<file path="src/rtl/ztex_nonce_fifo.sv">
// ztex_nonce_fifo: captures every new golden nonce from the hashing core into
// a small FIFO so the host can read results one at a time without losing any.
//
// Ports:
//   clk          - hashing clock, all logic on posedge
//   reset        - synchronous active-high reset
//   golden_nonce - core golden nonce; a change means a new result was found
//   nonce2       - core live nonce (debug), registered and passed through
//   hash2        - core live hash word (debug), registered and passed through
//   pop          - one-cycle pulse discarding the head entry
//   result       - {hash2_q, nonce2_q, head}; head reads 0 while empty
//   empty        - FIFO holds no entries
//   count        - number of stored entries, 0..DEPTH
//   overflow     - sticky flag, set when a capture is dropped on a full FIFO
//   drop_cnt     - saturating count of dropped captures
module ztex_nonce_fifo #(
    parameter int unsigned ADDR_BITS = 3
) (
    input  logic                 clk,
    input  logic                 reset,
    input  logic [31:0]          golden_nonce,
    input  logic [31:0]          nonce2,
    input  logic [31:0]          hash2,
    input  logic                 pop,
    output logic [95:0]          result,
    output logic                 empty,
    output logic [ADDR_BITS:0]   count,
    output logic                 overflow,
    output logic [7:0]           drop_cnt
);

    localparam int unsigned DEPTH = 2 ** ADDR_BITS;
    localparam int unsigned CW    = ADDR_BITS + 1;

    localparam logic [ADDR_BITS-1:0] PTR_ONE = ADDR_BITS'(1);
    localparam logic [CW-1:0]        CNT_ONE = CW'(1);
    localparam logic [CW-1:0]        CNT_FULL = CW'(DEPTH);

    logic [31:0] golden_q;
    logic [31:0] nonce2_q;
    logic [31:0] hash2_q;
    logic [31:0] last_q;

    logic [31:0] mem [DEPTH];

    logic [ADDR_BITS-1:0] wr_ptr;
    logic [ADDR_BITS-1:0] rd_ptr;

    logic                 push;
    logic                 full;
    logic                 do_push;
    logic                 do_pop;
    logic                 drop;
    logic [ADDR_BITS-1:0] wr_ptr_nxt;
    logic [ADDR_BITS-1:0] rd_ptr_nxt;
    logic [CW-1:0]        count_nxt;
    logic [7:0]           drop_cnt_nxt;
    logic                 overflow_nxt;
    logic [31:0]          head;

    // Input register; also the timing-ignore boundary from the core.
    always_ff @(posedge clk) begin
        if (reset) begin
            golden_q <= 32'h0;
            nonce2_q <= 32'h0;
            hash2_q  <= 32'h0;
            last_q   <= 32'h0;
        end else begin
            golden_q <= golden_nonce;
            nonce2_q <= nonce2;
            hash2_q  <= hash2;
            last_q   <= golden_q;
        end
    end

    // Push/pop arbitration; a pop on a full FIFO frees the slot for a same-cycle push.
    always_comb begin
        push         = 1'b0;
        full         = 1'b0;
        do_push      = 1'b0;
        do_pop       = 1'b0;
        drop         = 1'b0;
        wr_ptr_nxt   = wr_ptr;
        rd_ptr_nxt   = rd_ptr;
        count_nxt    = count;
        overflow_nxt = overflow;
        drop_cnt_nxt = drop_cnt;

        push    = (golden_q != last_q);
        full    = (count == CNT_FULL);
        do_pop  = pop && !empty;
        do_push = push && (!full || do_pop);
        drop    = push && full && !do_pop;

        if (do_push) begin
            wr_ptr_nxt = wr_ptr + PTR_ONE;
        end
        if (do_pop) begin
            rd_ptr_nxt = rd_ptr + PTR_ONE;
        end
        if (do_push && !do_pop) begin
            count_nxt = count + CNT_ONE;
        end else if (do_pop && !do_push) begin
            count_nxt = count - CNT_ONE;
        end
        if (drop) begin
            overflow_nxt = 1'b1;
            if (drop_cnt != 8'hFF) begin
                drop_cnt_nxt = drop_cnt + 8'd1;
            end
        end
    end

    // FIFO control state.
    always_ff @(posedge clk) begin
        if (reset) begin
            wr_ptr   <= '0;
            rd_ptr   <= '0;
            count    <= '0;
            empty    <= 1'b1;
            overflow <= 1'b0;
            drop_cnt <= 8'h0;
        end else begin
            wr_ptr   <= wr_ptr_nxt;
            rd_ptr   <= rd_ptr_nxt;
            count    <= count_nxt;
            empty    <= (count_nxt == '0);
            overflow <= overflow_nxt;
            drop_cnt <= drop_cnt_nxt;
        end
    end

    // Distributed RAM storage; contents are not reset.
    always_ff @(posedge clk) begin
        if (do_push && !reset) begin
            mem[wr_ptr] <= golden_q;
        end
    end

    // Asynchronous head read, masked while empty.
    always_comb begin
        head = 32'h0;
        if (!empty) begin
            head = mem[rd_ptr];
        end
    end

    assign result = {hash2_q, nonce2_q, head};

endmodule
</file>
<file path="config.mk">
export PLATFORM = sky130hd
export DESIGN_NAME = ztex_nonce_fifo
export DESIGN_NICKNAME = d
export VERILOG_FILES = /design/src/rtl/ztex_nonce_fifo.sv
export SDC_FILE = /design/constraint.sdc
export NUM_CORES = 1
export LEC_CHECK = 0
export CAP_MARGIN = 40
export CELL_PAD_IN_SITES_DETAIL_PLACEMENT = 1
export CELL_PAD_IN_SITES_GLOBAL_PLACEMENT = 2
export CORE_MARGIN = 4
export CORE_UTILIZATION = 43
export CTS_CLUSTER_DIAMETER = 40
export DETAILED_ROUTE_END_ITERATION = 16
export GPL_TIMING_DRIVEN = 0
export PLACE_DENSITY_LB_ADDON = 0.1
export SLEW_MARGIN = 30
export SYNTH_ARGS = -nofsm -noshare
export SYNTH_HDL_FRONTEND = slang
export SYNTH_SLANG_ARGS = --single-unit
</file>
<file path="constraint.sdc">
create_clock -name clk -period 10.3 [get_ports clk]
set_input_delay 1.545 -clock clk [delete_from_list [all_inputs] [get_ports clk]]
set_output_delay 1.545 -clock clk [all_outputs]
set_load 0.005 [all_outputs]
</file>
[Word level (Yosys, flattened, before mapping)]
Memory sizes are Yosys's and may differ from the RTL's. A register that Yosys moved wholly into a read port is not among the register bits.
Cells that the tools add are included.
Operators by class
  add/sub/neg operators: 5
  eq/ne operators: 3
  muxes and demuxes: 7
  reduce and logical (&&, ||, !) cells: 15
Operators by type and width (number)
  32-bit 2-to-1 mux: 1
  32-bit != test: 1
  8-bit by 1-bit adder with 8-bit output (second input constant): 1
  4-bit 2-to-1 mux: 2
  8-bit != test (second input constant): 1
  1-bit logical AND: 7
  3-bit by 1-bit adder with 3-bit output (second input constant): 2
  3-bit 2-to-1 mux: 2
  1-bit zero test: 5
  4-bit by 1-bit adder with 4-bit output (second input constant): 1
  4-bit equality test (second input constant): 1
  4-bit zero test: 1
  4-bit by 1-bit subtractor with 4-bit output (second input constant): 1
  1-bit 2-to-1 mux: 2
  2-bit AND reduction: 1
  1-bit logical OR: 1
Storage, ports and cells
  flip-flop bits (word level): 148
  RAM bits: 256
  input bits: 99
  output and inout bits: 110
  word-level logic and storage cells: 41
  memories kept: 1
Memory list
  mem: depth 8, width 32, rd ports 1, clocked after memory_dff 1, wr ports 1, line 44  | logic [31:0] mem [DEPTH];

[Longest topological paths before layout]
  depth after elaboration: 9
  gate-level depth with buffers: 9
  gate-level depth less buffers: 9

[Least setup slack after synthesis]
No wires, ideal clock.
  path kind: input -> register
  start point: input port pop
  end point: memory mem[2][0] (enable)
  arrival time: 5.270 ns
  data required time: 9.798 ns
  slack: 4.528 ns
  cell stages on the path: 5
  buffers on the path: 0
  cells stage by stage: nor2b_1 > nor3_2 > nor2_1 > nand2_1 > nor4_1
On the way
  cells in the longest elaborated chain, start to end: 6
RTL lines
  start: declaration: line 24  | input logic pop,
  1-bit logical AND: line 91  | do_pop = pop && !empty;
  1-bit logical OR: line 92  | do_push = push && (!full || do_pop);
  1-bit logical AND: line 92
  1-bit logical AND: line 135  | if (do_push && !reset) begin
  1-bit 2-to-1 mux: line 135
  1-bit 2-to-1 mux (implied by the code): line 136  | mem[wr_ptr] <= golden_q;
  end: declaration: line 44
Every way passes these cells.

==> metrics.md <==
| Metric | Value |
|---|---|
| Outcome | complete, no violations |
| Peak supply drop | 145.9 µV |
| Reg-to-reg critical path endpoint | mem[2][20] |
| Kind of critical path | reg2out |
| Top cell by count, worst path | clkbuf_1 |
| Unrepaired setup endpoints after global routing | no |
| Post-CTS Resized | 0 |
| Clock Tree Root | clkbuf_16 |
| Drt via density | 4.978 |
| Skew final | 0.01953 ns |
| Max stage delay on crit path | 0.70 ns |
| Via Count | 8100 |
| Diode count | 0 |
| Post-Route WL | 34.27 mm |
| Post-synthesis sequential area ratio | 0.7334 |
| Mapped Area | 14600 µm² |
| CTS Buffer Depth | 3 |
| Die span in x | 192.3 µm |
| Max cap viols | 0 |
| Slew margin rel. | 0.4445 |
| Hold slack | 0.4805 ns |
| Placer Congestion | 0.6965 |
| Post-synth EDFFs | 256 |
| Crit end category | output pin |
| TritonCTS clock tree | done |
| Synth-to-layout area growth | 32.27% |
| Die height | 192.3 µm |
| Mapped Cells | 851 |
| Cell taking the most area after synthesis | edfxtp_1 |
| Worst Tran Pin Value | 0.8332 ns |
| I/O pins | 209 |
| CTS clk-pin slew, worst paths | 0.05 ns |
| FF+latch count, synth | 407 |
| DRC | 0 |
| WHS Path Cells | 2 |
| Hold Path End | overflow |
| Worst reg2reg startpoint | golden_q[6] |
| Worst-path cell chain | clkbuf_1 > clkbuf_1 > mux4_2 > mux2i_1 > nor2_1 > clkdlybuf4s50_1 |
| Setup_tns | 0 ns |
| Worst r2r path cells | 11 |
| Pins over their slew limit | 0 |
| Post-route minimum period | 4.839 ns |
| Final Cycle Share | 0.4698 |
| Ys async rst share | 0 |
| Initial DRC count | 503 |
| First-pass GRT wire length | 52.56 mm |
| Sw frac | 0.2318 |
| Post-Syn Area per Cell | 17.16 µm² |
| Net Sw Power | 947.2 µW |
| Post-synth top flop | edfxtp_1 |
| CTS H-tree depth | 2 |
| Worst Setup Start Kind | flop |
| Cts hold-fix bufs | 0 |
| Int Pwr | 3.139 mW |
| Seq pwr share | 0.449 |
| Yosys top cell area share | 0.5264 |
| Hold Path Class | reg2reg |
| DR pass1 iterations | 4 |
| IO Port Bufs | 208 |
| GRT Total Usage | 0.1880 |
| Worst-Skew Late Latency | 0.57 ns |
| Syn_nets | 956 |
| Power density cells | 211.5 nW/µm² |
| Final hold vios | 0 |
| Initial core utilization | 0.4355 |
| Synth cell types | 40 |
| Flop2flop setup slack | 6.89 ns |
| Leading post-synthesis cells by cell area | edfxtp_1, dfxtp_1, mux4_2 |
| Clk network pwr share | 0.434 |
| Static leakage power | 6.698 nW |
| Fin nets | 1240 |
| Synthesis Warnings | 0 |
| Setup-failing EPs final | 0 |
| Vias in the first global route | 8872 |
| Data required, critical path | 8.76 ns |
| GR Overflow Total | 0 |
| DR WL/cell | 21.06 µm |
| Antenna Nets Post-Route | 0 |
| Max Freq | 206.7 MHz |
| Core ar. | 33530 µm² |
| Hold path start | overflow |
| Post-CTS Setup Inserts | 0 |
| Commonest cells post-synth | edfxtp_1, dfxtp_1, nor2b_1, mux4_2, nor2_1 |
| DIE AREA | 36980 µm² |
| Combinational fraction of design power | 0.116 |
| Share of layout cells above drive strength 1 | 0.1645 |
| Largest net degree at the start of global routing | 33 |
| Dpl hpwl | 22.62 mm |
| Crit-path leading delay family | buffers and inverters |
| CTS Buf Count | 52 |
| Clock sink count | 407 |
| Rows | 67 |
| CP arrival | 3.29 ns |
| Initial antenna violation count | 0 |
| Max stage delay cell, worst path | clkbuf_1 |
| Critical path buffer and inverter count | 3 |
| CP Max Fanout | 10 |
| Most common cell in the netlist | edfxtp_1 |
[power by group through the flow]
stage	clock network, mW	registers (mW)	logic (mW)
finish	1.77	1.84	0.476
global route	1.90	1.84	0.519
floorplan	0	1.86	0.250
detailed placement	0	1.87	0.485
global placement	0	1.87	0.472
CTS	1.82	1.84	0.489
[cells in the final DEF, fill, tap and decap left out, drive strengths merged]
| cell | Yosys | routed |
|---|---|---|
| nor2 | 56 | 56 |
| and3b | 3 | 3 |
| ha | 6 | 6 |
| nand3 | 4 | 4 |
| nor3b | 2 | 2 |
| clkbuf | 28 | 96 |
| mux2 | 4 | 4 |
| nor2b | 134 | 134 |
| a21oi | 2 | 2 |
| nand2 | 12 | 12 |
| bufinv | 0 | 3 |
| or3 | 1 | 1 |
| a22oi | 1 | 1 |
| xor2 | 34 | 34 |
| a211oi | 3 | 3 |
| nor4 | 9 | 9 |
| mux4 | 64 | 64 |
| xnor2 | 8 | 8 |
| clkinv | 0 | 13 |
| mux2i | 37 | 37 |
| and2 | 1 | 1 |
| nand2b | 1 | 1 |
| clkdlybuf4s50 | 0 | 208 |
| o21a | 1 | 1 |
| nand4 | 3 | 3 |
| clkinvlp | 0 | 8 |
| nor4bb | 1 | 1 |
| edfxtp | 256 | 256 |
| and4b | 1 | 1 |
| nor3 | 4 | 4 |
| and3 | 4 | 4 |
| or4 | 2 | 2 |
| dfxtp | 151 | 151 |
| o211ai | 1 | 1 |
| buf | 13 | 35 |
| inv | 3 | 9 |
| a311oi | 1 | 1 |
[worst reg2reg max path, stage by stage (launching register included)]
cell and delay, ns:
dfxtp_1 0.53, xor2_1 0.39, nor4_1 0.14, nand4_1 0.23, nor2_4 0.13, nor2_1 0.29
nand2_1 0.28, nor4_2 0.38, buf_4 0.24, buf_2 0.20, buf_4 0.18, buf_4 0.16
[logic make-up (layout without fill, tap and decap cells)]
| kind of cell | Yosys count | after routing | synth area share |
|---|---|---|---|
| XOR/XNOR | 42 | 42 | 0.02519 |
| AO/OA/AOI/OAI | 9 | 9 | 0.004712 |
| adder cells (fa/ha/maj) | 6 | 6 | 0.005140 |
| flip-flops | 407 | 407 | 0.7334 |
| multiplexers | 105 | 105 | 0.1274 |
| buffers and inverters | 44 | 372 | 0.01191 |
| AND/OR/NAND/NOR | 238 | 238 | 0.09227 |
[stage by stage]
stage	power [mW]	cell area, µm²	instances	setup WS, ns	util
6_report	4.086	19320	1627	5.461	0.5761
5_1_grt	4.262	19320	1627	5.218	0.5761
4_1_cts	4.145	19320	1627	5.380	0.5761
3_5_place_dp	2.357	17570	1529	5.466	0.5240
3_3_place_gp	2.342	17250	1507	0.04742	0.5143
2_1_floorplan	2.110	14600	851	4.528	-
[worst max-delay path by stage]
stage / startpoint / to / slack, ns / cells after the start
after floorplan: pop / mem[2][0] / 4.53 / 5
after global placement: reset / mem[2][15] / 0.05 / 5
after detailed placement: reset / mem[2][15] / 5.47 / 9
after CTS: flop / result[21] / 5.38 / 6
after global routing: flop / result[28] / 5.22 / 6
final: flop / result[28] / 5.46 / 6
[routing by layer]
metal	vias up	track usage	routed length, µm
met5	-	0	0
met3	43	0.05879	2435
met1	4119	0.2495	14820
li1	3707	-	-
met4	0	0.04471	528
met2	231	0.3059	16490
[registers in the layout (all words and copies together) (netlist names), named ones only]
| name | count |
|---|---|
| hash2_q | 32 |
| mem | 256 |
| empty | 1 |
| last_q | 32 |
| rd_ptr | 3 |
| count | 4 |
| overflow | 1 |
| wr_ptr | 3 |
| nonce2_q | 32 |
| drop_cnt | 8 |
| golden_q | 32 |
[final cells by class]
cell class / count / area, µm²
Fill cell: 3134 / 14210
Sequential cell: 407 / 10710
Multi-Input combinational cell: 400 / 3764
Timing Repair Buffer: 230 / 2362
Clock buffer: 68 / 1454
Tap cell: 448 / 560.5
Clock inverter: 30 / 292.8
Buffer: 41 / 162.7
Inverter: 3 / 11.26
Power figures use the tool's default switching activity.
